===== src/rtl/preempt_timer_pkg.sv =====
// Shared constants for the preemption time-slice timer: FSM state encodings and mode values.
package preempt_timer_pkg;

    typedef logic [1:0] state_t;

    localparam state_t IDLE     = 2'd0;
    localparam state_t COUNTING = 2'd1;
    localparam state_t PAUSED   = 2'd2;
    localparam state_t EXPIRED  = 2'd3;

    localparam logic MODE_ONESHOT  = 1'b0;
    localparam logic MODE_PERIODIC = 1'b1;

endpackage


===== src/rtl/tick_prescaler.sv =====
// Divides the clock into ticks, one every PRESCALE enabled cycles; frozen while enable is low.
module tick_prescaler #(
    parameter int PRESCALE = 1
) (
    input  logic clock,
    input  logic reset,
    input  logic clear,
    input  logic enable,
    output logic tick
);

    generate
        if (PRESCALE <= 1) begin : g_bypass
            logic unused_ok;
            assign unused_ok = clock ^ reset ^ clear;
            assign tick      = enable;
        end else begin : g_div
            localparam int CW = $clog2(PRESCALE);
            localparam logic [CW-1:0] LAST = CW'(PRESCALE - 1);

            logic [CW-1:0] count;

            // NOTE: sequential state uses non-blocking assignments so every flop samples pre-edge values.
            always_ff @(posedge clock) begin
                if (reset || clear) begin
                    count <= '0;
                end else if (enable) begin
                    count <= (count == LAST) ? '0 : count + CW'(1);
                end
            end

            assign tick = enable && (count == LAST);
        end
    endgenerate

endmodule


===== src/rtl/preempt_timer.sv =====
// Time-slice timer: counts prescaled ticks up to a run-time quantum and raises a preempt pulse,
// with one-shot/periodic modes, pause, and a pending/ack handshake that counts overruns.
module preempt_timer
    import preempt_timer_pkg::*;
#(
    parameter int WIDTH                       = 6,
    parameter logic [WIDTH-1:0] DEFAULT_QUANTUM = {WIDTH{1'b1}},
    parameter int PRESCALE                    = 1,
    parameter int OVR_WIDTH                   = 4
) (
    input  logic                 clock,
    input  logic                 reset,
    input  logic                 startCountSignal,
    input  logic                 stopCountSignal,
    input  logic                 pauseSignal,
    input  logic                 modeSignal,
    input  logic                 quantumLoad,
    input  logic [WIDTH-1:0]     quantumValue,
    input  logic                 preemptAck,
    output logic                 preemptSignal,
    output logic                 preemptPending,
    output logic [OVR_WIDTH-1:0] overrunCount,
    output logic [WIDTH-1:0]     counterValue,
    output logic                 busy
);

    state_t           state;
    logic [WIDTH-1:0] quantum_reg;
    logic [WIDTH-1:0] active_quantum;
    logic             mode;
    logic             tick_enable;
    logic             tick;
    logic             at_quantum;
    logic             expire;

    // PAUSED with pause released ticks on the same edge it resumes, so each paused cycle costs exactly one edge.
    assign tick_enable = !pauseSignal && (state == COUNTING || state == PAUSED);
    assign at_quantum  = (counterValue == active_quantum);
    assign expire      = tick && at_quantum && !startCountSignal && !stopCountSignal;
    assign busy        = (state == COUNTING) || (state == PAUSED);

    tick_prescaler #(.PRESCALE(PRESCALE)) u_prescaler (
        .clock  (clock),
        .reset  (reset),
        .clear  (startCountSignal || stopCountSignal),
        .enable (tick_enable),
        .tick   (tick)
    );

    always_ff @(posedge clock) begin
        if (reset) begin
            state          <= IDLE;
            quantum_reg    <= DEFAULT_QUANTUM;
            active_quantum <= DEFAULT_QUANTUM;
            mode           <= MODE_ONESHOT;
            counterValue   <= '0;
            preemptSignal  <= 1'b0;
            preemptPending <= 1'b0;
            overrunCount   <= '0;
        end else begin
            preemptSignal <= 1'b0;

            if (quantumLoad) begin
                quantum_reg <= quantumValue;
            end

            if (stopCountSignal) begin
                state        <= IDLE;
                counterValue <= '0;
            end else if (startCountSignal) begin
                state          <= COUNTING;
                counterValue   <= '0;
                active_quantum <= quantumLoad ? quantumValue : quantum_reg;
                mode           <= modeSignal;
            end else begin
                if (state == COUNTING && pauseSignal) begin
                    state <= PAUSED;
                end else if (state == PAUSED && !pauseSignal) begin
                    state <= COUNTING;
                end

                if (expire) begin
                    counterValue  <= '0;
                    preemptSignal <= 1'b1;
                    if (mode == MODE_ONESHOT) begin
                        state <= EXPIRED;
                    end else begin
                        active_quantum <= quantum_reg;
                    end
                end else if (tick) begin
                    counterValue <= counterValue + WIDTH'(1);
                end
            end

            // A coincident ack neither clears pending nor counts as an overrun.
            if (expire) begin
                preemptPending <= 1'b1;
                if (preemptPending && !preemptAck && overrunCount != {OVR_WIDTH{1'b1}}) begin
                    overrunCount <= overrunCount + OVR_WIDTH'(1);
                end
            end else if (preemptAck) begin
                preemptPending <= 1'b0;
            end
        end
    end

endmodule


===== config.mk =====
export PLATFORM = sky130hd
export DESIGN_NAME = preempt_timer
export DESIGN_NICKNAME = d
export VERILOG_FILES = /design/src/rtl/preempt_timer_pkg.sv /design/src/rtl/tick_prescaler.sv /design/src/rtl/preempt_timer.sv
export SDC_FILE = /design/constraint.sdc
export NUM_CORES = 1
export LEC_CHECK = 0
export BUFFER_PORTS_ARGS = -buffer_cell sky130_fd_sc_hd__buf_2
export CORE_MARGIN = 5
export CORE_UTILIZATION = 36
export DETAILED_ROUTE_END_ITERATION = 8
export GPL_TIMING_DRIVEN = 1
export SLEW_MARGIN = 10
export SYNTH_ARGS = -nofsm -noshare
export SYNTH_HDL_FRONTEND = slang
export SYNTH_SLANG_ARGS = --single-unit

===== constraint.sdc =====
create_clock -name clock -period 2.2 [get_ports clock]
set_input_delay 0.11 -clock clock [delete_from_list [all_inputs] [get_ports clock]]
set_output_delay 0.11 -clock clock [all_outputs]
set_load 0.02 [all_outputs]

# Word-level counts from Yosys, hierarchy flattened
# Cells that the tools add are included.
[totals]
regBits = 27
in_bits = 14
out_inout_bits = 13
elab_cells = 50
[op_classes]
addsub = 2
eq_ne = 4
muxes = 12
n_bitwise = 1
n_reduce_logical = 22
[op_table]
columns = ["cell", "count"]
rows = [
  ["$mux 6", 4],
  ["$logic_and 1x1->1", 8],
  ["$mux 2", 4],
  ["$add 6x1->6 const B", 1],
  ["$eq 6x6->1", 1],
  ["$reduce_bool 2->1", 3],
  ["$add 4x1->4 const B", 1],
  ["$logic_not 1->1", 4],
  ["$mux 1", 4],
  ["$ne 4x4->1 const B", 1],
  ["$reduce_and 2->1", 2],
  ["$reduce_or 4->1", 1],
  ["$reduce_and 3->1", 1],
  ["$reduce_or 3->1", 1],
  ["$eq 2x1->1 const B", 1],
  ["$eq 2x2->1 const B", 1],
  ["$reduce_or 2->1", 1],
  ["$logic_or 1x1->1", 1],
  ["$not 1->1", 1],
]

# Logic depth before layout (Yosys ltp)
# Gate-level depths: netlist of run 1.
[logic_depth]
ltp_word = 8
depth_mapped = 7
ltp_nobuf = 6

# Cells and area by module
# Synthesis of run 1 repeated with hierarchy kept, for this count alone.
[hier_totals]
hier_cells = 147
hier_area_um2 = 1358.8
[modules_own_cells]
columns = ["mod", "instances", "cells_per_inst", "area_each_um2", "seq_area_each_um2"]
rows = [
  ["preempt_timer", 1, 146, 1351.3, 540.5],
  ["tick_prescaler", 1, 1, 7.5, 0.0],
]

# Least setup slack after synthesis of run 1
# No wires, ideal clock.
[synth_timing]
path_type = "flip-flop to flip-flop"
from = "reg overrunCount[0]"
to = "reg overrunCount[3]"
setup_time_ps = 123
arrival_time_ps = 1814
required_time_ps = 2077
setup_slack_ps = 263
stages_incl_launch_ff = 6
path_buffers = 0
period_less_slack_ps = 1937
path_cell_list = "dfxtp_1 -> ha_1 -> and3_1 -> or4_1 -> nor4_1 -> mux2_1"
[synth_via]
elab_chain_len = 3
elab_cells_between_ends = 4
cone_classes = "add/sub: 1; eq/ne: 1; reduce/logical: 2"
[synth_lines]
columns = ["element", "line_no", "rtl"]
rows = [
  ["start, declared", "preempt_timer.sv:22", "output logic [OVR_WIDTH-1:0] overrunCount,"],
  ["start signal, assigned", "preempt_timer.sv:99", "overrunCount <= overrunCount + OVR_WIDTH'(1);"],
  ["branches (longest 3 deep; another with $add 4x1->4)", "n/a", ""],
]
# Several ways; the timed one is not identified.
# A chain may end at the register's enable or synchronous reset.

# Worst setup path after layout of run 1
[layout_timing]
from = "reg state[0]"
to = "reg overrunCount[3]"
[layout_via]
elab_chain_len = 7
elab_cells_between_ends = 8
cone_classes = "eq/ne: 2; reduce/logical: 6"
[layout_lines]
columns = ["element", "line_no", "rtl"]
rows = [
  ["start, declared", "preempt_timer.sv:27", "state_t state;"],
  ["start signal, assigned", "preempt_timer.sv:52", "state <= IDLE;"],
  ["start signal, assigned", "preempt_timer.sv:68", "state <= IDLE;"],
  ["start signal, assigned", "preempt_timer.sv:71", "state <= COUNTING;"],
  ["$eq 2x1->1 or $eq 2x2->1 (tied branches)", "preempt_timer.sv:37", "assign tick_enable = !pauseSignal && (state == COUNTING || state == PAUSED);"],
  ["$logic_or 1x1->1 *", "preempt_timer.sv:37", ""],
  ["$logic_and 1x1->1 *", "preempt_timer.sv:37", ""],
  ["$logic_and 1x1->1 * (3 in series)", "preempt_timer.sv:39", "assign expire = tick && at_quantum && !startCountSignal && !stopCountSignal;"],
  ["$reduce_and 2->1 (no source line) *", "n/a", ""],
]
# Every way passes the cells marked *; elsewhere a longest branch is shown, timed or not.

==> results of run 1 <==
## logic make-up (layout without fill, tap and decap cells)
family	Yosys count	in the layout	synth area share, %
xor gates and xnor gates	11	11	7.16
buffers and inverters	11	35	3.16
muxes	10	10	7.71
and+or+nand+nor	57	57	25.0
DFF	27	27	40.1
adders and majority gates	4	4	3.72
AOI/OAI and AO/OA	23	23	13.1
## through the flow
stage | setup slack (ns) | utilization [%] | instances
4_1_cts | 0.164 | 42.9 | 215
5_1_grt | 0.0476 | 42.9 | 215
3_3_place_gp | 0.254 | 41.6 | 211
3_5_place_dp | 0.172 | 41.6 | 211
6_report | 0.145 | 42.9 | 215
2_1_floorplan | 0.263 | - | 143
## routing by layer
layer  vias up  share of wire [%]  global-route usage, %
met1       460                 51                   15.0
met2        25                 42                   15.1
li1        552                  -                      -
met4         0               0.48                   1.25
met3         2                5.6                   3.98
met5         -                  0                      0
## cells in the final DEF, fill, tap and decap left out, types with 3 or more instances in the layout
cell type | netlist | layout
and3_1 | 8 | 8
a211oi_1 | 6 | 6
nor2_1 | 15 | 15
nand2_1 | 5 | 5
buf_2 | 1 | 26
mux2i_1 | 7 | 7
inv_1 | 5 | 5
xnor2_1 | 4 | 4
ha_1 | 4 | 4
dfxtp_1 | 27 | 27
a21oi_1 | 3 | 3
nor2b_1 | 9 | 9
a211o_1 | 6 | 6
nand2b_1 | 4 | 4
clkbuf_8 | 0 | 3
xor2_1 | 7 | 7
## how the worst max path moves through the flow
stage / start / endpoint / slack [ns] / cells after the start
CTS: state[0] / overrunCount[3] / 0.16 / 6
global placement: state[0] / active_quantum[2] / 0.25 / 6
floorplan: overrunCount[0] / overrunCount[3] / 0.26 / 5
global route: state[0] / active_quantum[4] / 0.05 / 6
finish: state[0] / overrunCount[3] / 0.15 / 6
detailed placement: state[0] / overrunCount[3] / 0.17 / 6
## worst register-to-register path: cells and delay by family (launching register included)
kind,cells,cell delay (ns)
flops,1,0.34
mux,1,0.36
simple gates,3,0.83
fa+ha+maj,1,0.35
buf+inv,1,0.06
## final cells by class
| type | instances | area (um2) | share of cell area [%] |
|---|---|---|---|
| Clock buffer | 4 | 45.0 | 2.89 |
| Timing Repair Buffer | 26 | 130 | 8.35 |
| Inverter | 5 | 18.8 | 1.20 |
| Multi-Input combinational cell | 105 | 763 | 49.0 |
| Sequential cell | 27 | 541 | 34.7 |
| Tap cell | 48 | 60.1 | 3.86 |
## power breakdown
part	internal [uW]	leakage [uW]	total (uW)	switching (uW)
clock	129	0.0000228	267	137
combinational	39.5	0.000434	86.8	47.2
sequential	504	0.000220	512	8.34
==> out/qor.yml, run 1 <==
outcome:
  status: "finished clean"
finish:
  fillCellCount: 387
  diodes: 0
  syn2layout_area_growth_pct: 15.7
  final_cell_area_um2: 1560
  fin_nets: 186
  drive_gt1_share_pct: 22.8
critical_path:
  worstRegToRegCells: 6
  path_cells: "inv_1 > ha_1 > nor2_4 > nand4_2 > nor4_1 > mux2_1"
  crit_path_end_kind: "flip-flop"
  worstPathMaxFanout: 8
  critPathTopFamily: "simple AND/OR/NAND/NOR gates"
  cp.arrival_ns: 2.21
  r2r_setup_slack_ns: 0.15
  r2r_start: "state[0]"
  start_kind: "flip-flop"
  required_ns: 2.35
  crit_buf_inv: 1
  critPathKind: "reg2reg"
  critical-path-max-stage-delay_ns: 0.37
  reg2reg_to: "overrunCount[3]"
  crit_path_top_delay_cell: "nor4_1"
clock_network:
  cts_setup_buffers: 0
  clkLatencyLatePin_ns: 0.26
  htree_levels: 1
  clk_pin_slew_ns: 0.09
  cts_resized: 0
  cts_tree: "built"
  cts_buffer_depth: 2
  numClockSinks: 27
  ctsRootBufferMaster: "clkbuf_8"
  ctsHoldBuffers: 0
  cts_buffers: 3
timing:
  slew_viol_final: 0
  worst_pin_slew_ns: 0.523
  holdWs_ns: 0.0667
  relSlewSlack_pct: 65.2
  min_period_ns: 2.05
  setup-violations-final: 0
  tns_ns: 0
  rsz0062_at_grt: "false"
  finalCritPeriodShare_pct: 93.4
  finalClockSkew_ns: 0.00611
  hold_viol_final: 0
  max_clock_freq_mhz: 487
hold_path:
  holdPathEnd: "quantum_reg[0]"
  hold_depth: 2
  min_from: "quantumValue[0]"
  hold_path_class: "in2reg"
drt:
  wl_um: 2490
  viasPerCell: 4.83
  drt_iter0_markers: 48
  drcViolationCount: 0
  ant_nets: 0
  drt_pre_antenna_iters: 4
  wl_per_cell_um: 11.6
  via_count: 1039
logic_synthesis:
  synth_edf_count: 0
  synthDistinctLibCells: 37
  synth_area_um2: 1350
  yosysTopAreaCell: "dfxtp_1"
  synth_common_cells: "dfxtp_1, nor2_1, nor2b_1"
  synth_top_cell_area_share_pct: 40.1
  avgSynthCellArea_um2: 9.41
  async_flop_share_pct: 0
  synth.ff_latch_count: 27
  yosysSeqAreaShare_pct: 40.1
  yosys_warnings: 0
  synthFlopType: "dfxtp_1"
  synthCells: 143
  yosysMostFrequentCell: "dfxtp_1"
  syn_nets: 161
  synth.area.top_cells: "dfxtp_1, mux2i_1, xor2_1, nor2_1, nor2b_1"
power:
  p_leak_uw: 0.000677
  power_uw: 866
  ir_worst_vdd_v: 0.000633
  powerDensity_nw_per_um2: 556
floorplanning:
  rows: 22
  ios: 27
  initial_core_util_pct: 37.1
  die_w_um: 71.2
  die_y_um: 71.2
  dieArea_um2: 5060
  fp.coreArea_um2: 3630
global_route:
  grt_max_degree: 31
  grt_overflow: 0
  grt_pass1_wl_um: 4420
  track_usage_pct: 10.4
  grt_pass1_vias: 956
  antenna_found_initial: 0
place:
  portBuffers: 26
  hpwl_um: 1940
  gp_congestion: 0.869
  placedInstanceArea_um2: 1510
job:
  maxCapViolCount: 0
Power figures use the tool's default switching activity.
==> run 2, diff against run 1 <==
--- a/config.mk
+++ b/config.mk
@@ -7,7 +7,7 @@
 export LEC_CHECK = 0
 export BUFFER_PORTS_ARGS = -buffer_cell sky130_fd_sc_hd__buf_2
 export CORE_MARGIN = 5
-export CORE_UTILIZATION = 36
+export CORE_UTILIZATION = 30
 export DETAILED_ROUTE_END_ITERATION = 8
 export GPL_TIMING_DRIVEN = 1
 export SLEW_MARGIN = 10
==> run 2 against run 1 <==
Sequential power about the same. First-iteration DRC count up 85%. Cell area up 1.4%. Hold slack worse by 0.018 ns. Clock skew up 0.0047 ns. Highest routed layer unchanged. Clock-buffer cell count down 1. Fmax up 1.2%. Setup slack better by 0.024 ns. Register-to-register slack better by 0.02 ns. Die area up 17%. Critical path type unchanged. Final cell count up 1.9%. Total power up 2.6%.
==> out/qor.yml, run 2 (same netlist as run 1, synthesis figures left out) <==
drt:
  via_count: 1062  # +2.2%
  drt_iter0_markers: 89  # +85%
  wl_um: 2610  # +4.7%
  wl_per_cell_um: 11.9  # +2.8%
  drt_pre_antenna_iters: 4  # unchanged
  viasPerCell: 4.85  # +0.35%
  ant_nets: 0  # unchanged
  drcViolationCount: 0  # unchanged
critical_path:
  r2r_start: "state[0]"
  path_cells: "inv_1 > ha_1 > nor2_4 > nand4_2 > o32a_2 > mux2i_1"
  cp.arrival_ns: 2.19  # -0.02 ns
  crit_buf_inv: 1  # unchanged
  cp_num_cells: 6  # unchanged
  critPathTopFamily: "compound AO/OA/AOI/OAI gates"
  r2r_setup_slack_ns: 0.17  # +0.02 ns
  critPathKind: "reg2reg"
  worstPathMaxFanout: 8  # unchanged
  endpoint: "active_quantum[2]"
  worstRegToRegCells: 6  # unchanged
  critPathLaunch: "state[0]"
  crit_path_end_kind: "flip-flop"
  crit_path_top_delay_cell: "o32a_2"
  start_kind: "flip-flop"
  reg2reg_to: "active_quantum[2]"
  required_ns: 2.36  # about the same
  critical-path-max-stage-delay_ns: 0.55  # +0.18 ns
finish:
  fin_nets: 186  # unchanged
  layout_common_cells: "dfxtp_1, buf_2, nor2_1"
  layout_commonest_cell: "dfxtp_1"
  syn2layout_area_growth_pct: 17.4
  diodes: 0  # unchanged
  drive_gt1_share_pct: 25.1  # +2.4 points
global_route:
  grt_max_degree: 31  # unchanged
  grt_pass1_wl_um: 4640  # +5.0%
  grt_pass1_vias: 1025  # +7.2%
  grt_overflow: 0  # unchanged
  track_usage_pct: 9.08  # -1.3 points
  antenna_found_initial: 0  # unchanged
clock_network:
  htree_levels: 1  # unchanged
  cts_buffers: 3  # unchanged
  clk_pin_slew_ns: 0.10  # about the same
  ctsRootBufferMaster: "clkbuf_8"
  cts_buffer_depth: 2  # unchanged
  cts_tree: "built"
  numClockSinks: 27  # unchanged
  ctsHoldBuffers: 0  # unchanged
  clkLatencyLatePin_ns: 0.28  # +0.02 ns
hold_path:
  min_from: "quantumValue[4]"
  hold_path_class: "in2reg"
power:
  ir_worst_vdd_v: 0.000462  # -27%
  powerDensity_nw_per_um2: 562  # +1.2%
  p_leak_uw: 0.000677  # about the same
  power_uw: 888  # +2.6%
job:
  maxCapViolCount: 0  # unchanged
timing:
  setup-violations-final: 0  # unchanged
  relSlewSlack_pct: 65.1  # -0.069 points
  hold_viol_final: 0  # unchanged
  worst_pin_slew_ns: 0.524  # +0.00104 ns
  rsz0062_at_grt: "false"
  max_clock_freq_mhz: 492  # +1.2%
  finalCritPeriodShare_pct: 92.3  # -1.1 points
  tns_ns: 0  # unchanged
  finalClockSkew_ns: 0.0108  # +0.00467 ns
  slew_viol_final: 0  # unchanged
  holdWs_ns: 0.0484  # -0.0184 ns
  min_period_ns: 2.03  # -0.0243 ns
floorplanning:
  ios: 27  # unchanged
  rows: 24  # +9.1%
  initial_core_util_pct: 30.9  # -6.1 points
  fp.coreArea_um2: 4350  # +20%
  die_w_um: 77.0  # +8.2%
  dieArea_um2: 5930  # +17%
  die_y_um: 77.0  # +8.2%
place:
  gp_congestion: 0.732  # -16%
  hpwl_um: 1940  # +0.13%
  portBuffers: 26  # unchanged
outcome:
  status: "finished clean"
## run 2: final cells by class
type / instances / area [um2]
multi-input combinational: 105 / 777
fill: 457 / 2770
clock inverter: 1 / 7.51
tap: 52 / 65.1
clock buffer: 3 / 41.3
inverter: 5 / 18.8
timing repair buffer: 26 / 130
sequential: 27 / 541
## run 2: power by group
group / total (uW) / switching, uW / leakage, uW / internal, uW
clock network: 289 / 160 / 0.0000217 / 129
logic: 87.1 / 47.4 / 0.000435 / 39.6
registers: 512 / 8.29 / 0.000220 / 504
total: 888 / 216 / 0.000677 / 672
## run 2: how the worst min path moves through the flow
stage,to,cells past startpoint,slack (ns)
2_1_floorplan,state[0],1,0.19
3_3_place_gp,quantum_reg[4],2,0.33
3_5_place_dp,quantum_reg[4],2,0.33
6_report,quantum_reg[4],2,0.05
5_1_grt,quantum_reg[4],2,0.06
4_1_cts,quantum_reg[4],2,0.04
## run 2: worst reg2reg max path: stages (launching register included)
cell and delay [ns]:
dfxtp_1 0.34, inv_1 0.05, ha_1 0.35, nor2_4 0.21, nand4_2 0.26, o32a_2 0.55, mux2i_1 0.15
## run 2: per-stage QoR
step	instances	setup slack (ns)	area, um2	utilization [%]
3_5_place_dp	215	0.161	1520	34.9
5_1_grt	219	0.000251	1580	36.3
3_3_place_gp	215	0.218	1520	34.9
4_1_cts	219	0.143	1570	36.0
6_report	219	0.170	1580	36.3
2_1_floorplan	143	0.263	1350	-
## run 2: layer usage
| metal | routed length, um | vias to the layer above | global-route usage, % |
|---|---|---|---|
| li1 | - | 558 | - |
| met1 | 1370 | 482 | 12.3 |
| met2 | 1070 | 20 | 13.9 |
| met3 | 150 | 2 | 3.75 |
| met4 | 13 | 0 | 1.03 |
| met5 | 0 | - | 0 |
## run 2: what timing repair did
item / CTS / global route
endpoints found under the setup margin: 0 / 1
resized for setup: 0 / 3
buffers inserted: 0 / 0
==> run 3, diff against run 2 <==
--- a/config.mk
+++ b/config.mk
@@ -13,4 +13,5 @@
 export SLEW_MARGIN = 10
 export SYNTH_ARGS = -nofsm -noshare
 export SYNTH_HDL_FRONTEND = slang
+export SYNTH_HIERARCHICAL = 1
 export SYNTH_SLANG_ARGS = --single-unit
==> run 3 against run 2 <==
Via count is 2.6% lower. Fmax up 3.1%. Clock skew is 0.0083 ns lower. Sequential power about the same. Flip-flop and latch count did not move. Combinational power decreased by 2.3%. Setup slack gained 0.061 ns. Cell area shrank 1.6%. Register-to-register slack better by 0.06 ns. Sequential share of layout area rose by 0.55 points. Critical path depth is the same. Clock power about the same. Critical path type unchanged. Critical endpoint is now overrunCount[3]. Largest cell class unchanged. Highest routed layer unchanged.
==> out/qor.yml, run 3 <==
logic_synthesis:
  syn_nets: 165  # +2.5%
  synth.area.top_cells: "dfxtp_1, mux2i_1, nor2_1, nor2b_1, a211o_1"
  synth.ff_latch_count: 27  # unchanged
  synthDistinctLibCells: 32  # -14%
  async_flop_share_pct: 0  # unchanged
  synthCells: 147  # +2.8%
  synth_edf_count: 0  # unchanged
  synthFlopType: "dfxtp_1"
  yosys_warnings: 6  # +6
  yosysMostFrequentCell: "dfxtp_1"
  yosysTopAreaCell: "dfxtp_1"
  synth_area_um2: 1360  # +0.93%
  synth_top_cell_area_share_pct: 39.8  # -0.37 points
  synth_common_cells: "dfxtp_1, nor2_1, nor2b_1"
  avgSynthCellArea_um2: 9.24  # -1.8%
  yosysSeqAreaShare_pct: 39.8  # -0.37 points
timing:
  finalCritPeriodShare_pct: 89.5  # -2.8 points
  holdWs_ns: 0.0406  # -0.00774 ns
  rsz0062_at_grt: "false"
  max_clock_freq_mhz: 508  # +3.1%
  finalClockSkew_ns: 0.00252  # -0.00827 ns
  worst_pin_slew_ns: 0.589  # +0.0658 ns
  setup-violations-final: 0  # unchanged
  hold_viol_final: 0  # unchanged
  min_period_ns: 1.97  # -0.0606 ns
  relSlewSlack_pct: 60.7  # -4.4 points
  tns_ns: 0  # unchanged
  slew_viol_final: 0  # unchanged
drt:
  wl_um: 2640  # +1.3%
  drt_pre_antenna_iters: 4  # unchanged
  ant_nets: 0  # unchanged
  wl_per_cell_um: 11.9  # +0.39%
  viasPerCell: 4.68  # -3.5%
  drcViolationCount: 0  # unchanged
  drt_iter0_markers: 38  # -57%
  via_count: 1034  # -2.6%
clock_network:
  numClockSinks: 27  # unchanged
  clkLatencyLatePin_ns: 0.27  # about the same
  ctsHoldBuffers: 0  # unchanged
  clk_pin_slew_ns: 0.10  # about the same
  cts_tree: "built"
  cts_resized: 0  # unchanged
  ctsRootBufferMaster: "clkbuf_8"
  cts_setup_buffers: 0  # unchanged
  cts_buffers: 3  # unchanged
  cts_buffer_depth: 2  # unchanged
  htree_levels: 1  # unchanged
global_route:
  grt_overflow: 0  # unchanged
  track_usage_pct: 9.08  # about the same
  grt_max_degree: 33  # +6.5%
  grt_pass1_vias: 997  # -2.7%
  antenna_found_initial: 0  # unchanged
  grt_pass1_wl_um: 4590  # -1.0%
power:
  p_seq_share_pct: 57.8  # about the same
  intPower_uw: 671  # -0.14%
  swShare_pct: 24.2  # -0.12 points
  p_clk_share_pct: 32.5  # about the same
  powerDensity_nw_per_um2: 569  # +1.3%
  ir_worst_vdd_v: 0.000484  # +4.8%
  comb_power_share_pct: 9.6  # -0.2 points
  switchingPower_uw: 214  # -0.80%
  p_leak_uw: 0.000656  # -3.0%
floorplanning:
  rows: 24  # unchanged
  fp.coreArea_um2: 4380  # +0.69%
  dieArea_um2: 5980  # +0.81%
  ios: 27  # unchanged
  die_w_um: 77.3  # +0.40%
  initial_core_util_pct: 31.0  # +0.074 points
  die_y_um: 77.3  # +0.40%
outcome:
  status: "finished clean"
finish:
  fin_nets: 188  # +1.1%
  fillCellCount: 472  # +3.3%
  layout_commonest_cell: "dfxtp_1"
  drive_gt1_share_pct: 20.7  # -4.4 points
  layout_common_cells: "dfxtp_1, buf_2, nor2_1"
  final_cell_area_um2: 1560  # -1.6%
  diodes: 0  # unchanged
  syn2layout_area_growth_pct: 14.5
hold_path:
  hold_depth: 2  # unchanged
  holdPathEnd: "quantum_reg[4]"
  hold_path_class: "in2reg"
  min_from: "quantumValue[4]"
place:
  placedInstanceArea_um2: 1510  # -0.74%
  hpwl_um: 1950  # +0.84%
  portBuffers: 26  # unchanged
  gp_congestion: 0.707  # -3.4%
critical_path:
  worstRegToRegCells: 6  # unchanged
  start_kind: "flip-flop"
  r2r_start: "state[0]"
  critPathKind: "reg2reg"
  reg2reg_to: "overrunCount[3]"
  r2r_setup_slack_ns: 0.23  # +0.06 ns
  required_ns: 2.37  # about the same
  crit_path_end_kind: "flip-flop"
  worstPathMaxFanout: 8  # unchanged
  cp.arrival_ns: 2.14  # -0.05 ns
job:
  maxCapViolCount: 0  # unchanged
## run 3: how the worst max path moves through the flow
stage,from,end,slack [ns]
after floorplan,state[0],overrunCount[3],0.08
after global placement,state[0],overrunCount[3],0.27
after detailed placement,state[0],overrunCount[3],0.22
after CTS,state[0],overrunCount[3],0.22
after global routing,state[0],overrunCount[3],0.04
final,state[0],overrunCount[3],0.23
## run 3: layout make-up
cell class	instances	area [um2]	area share [%]
inverter	6	22.5	1.45
timing repair buffer	27	138	8.85
sequential	27	541	34.8
multi-input combinational	105	741	47.6
clock buffer	3	41.3	2.65
clock inverter	1	7.51	0.483
tap	52	65.1	4.18
## run 3: cells by family (layout without fill, tap and decap cells)
logic type	after synthesis	in the layout	share of synthesized area (%)
compound gates	23	23	13.4
xor+xnor	11	11	7.09
fa+ha+maj	4	4	3.68
buf+inv	15	37	5.71
flops	27	27	39.8
mux	11	11	8.38
simple gates	56	56	22.0
## run 3: critical path, stage by stage (launching register included)
cell and delay, ns:
dfxtp_1 0.36, inv_1 0.06, ha_1 0.30, nor2_1 0.14, nand4_1 0.29, nor4_1 0.37
mux2_1 0.34
## run 3: power by group through the flow
stage | Combinational (uW) | Clock, uW | Sequential [uW]
after floorplan | 61.3 | 0 | 522
after global placement | 84.9 | 0 | 523
after detailed placement | 85.6 | 0 | 524
after CTS | 86.0 | 303 | 512
after global routing | 96.0 | 321 | 515
final | 85.1 | 288 | 512
## run 3: metrics by stage
step	std cells	setup WS (ns)	utilization [%]	total power [uW]
2_1_floorplan	147	0.0812	-	583
3_5_place_dp	217	0.222	34.4	609
5_1_grt	221	0.0432	35.5	932
4_1_cts	221	0.216	35.5	902
3_3_place_gp	217	0.270	34.4	608
6_report	221	0.230	35.5	886
## run 3: per-layer routing
metal	GRT usage, %	routed length [um]	vias to the layer above
met1	12.5	1370	457
met3	3.51	150	2
met5	0	0	-
met2	13.6	1100	21
li1	-	-	554
met4	1.55	17	0
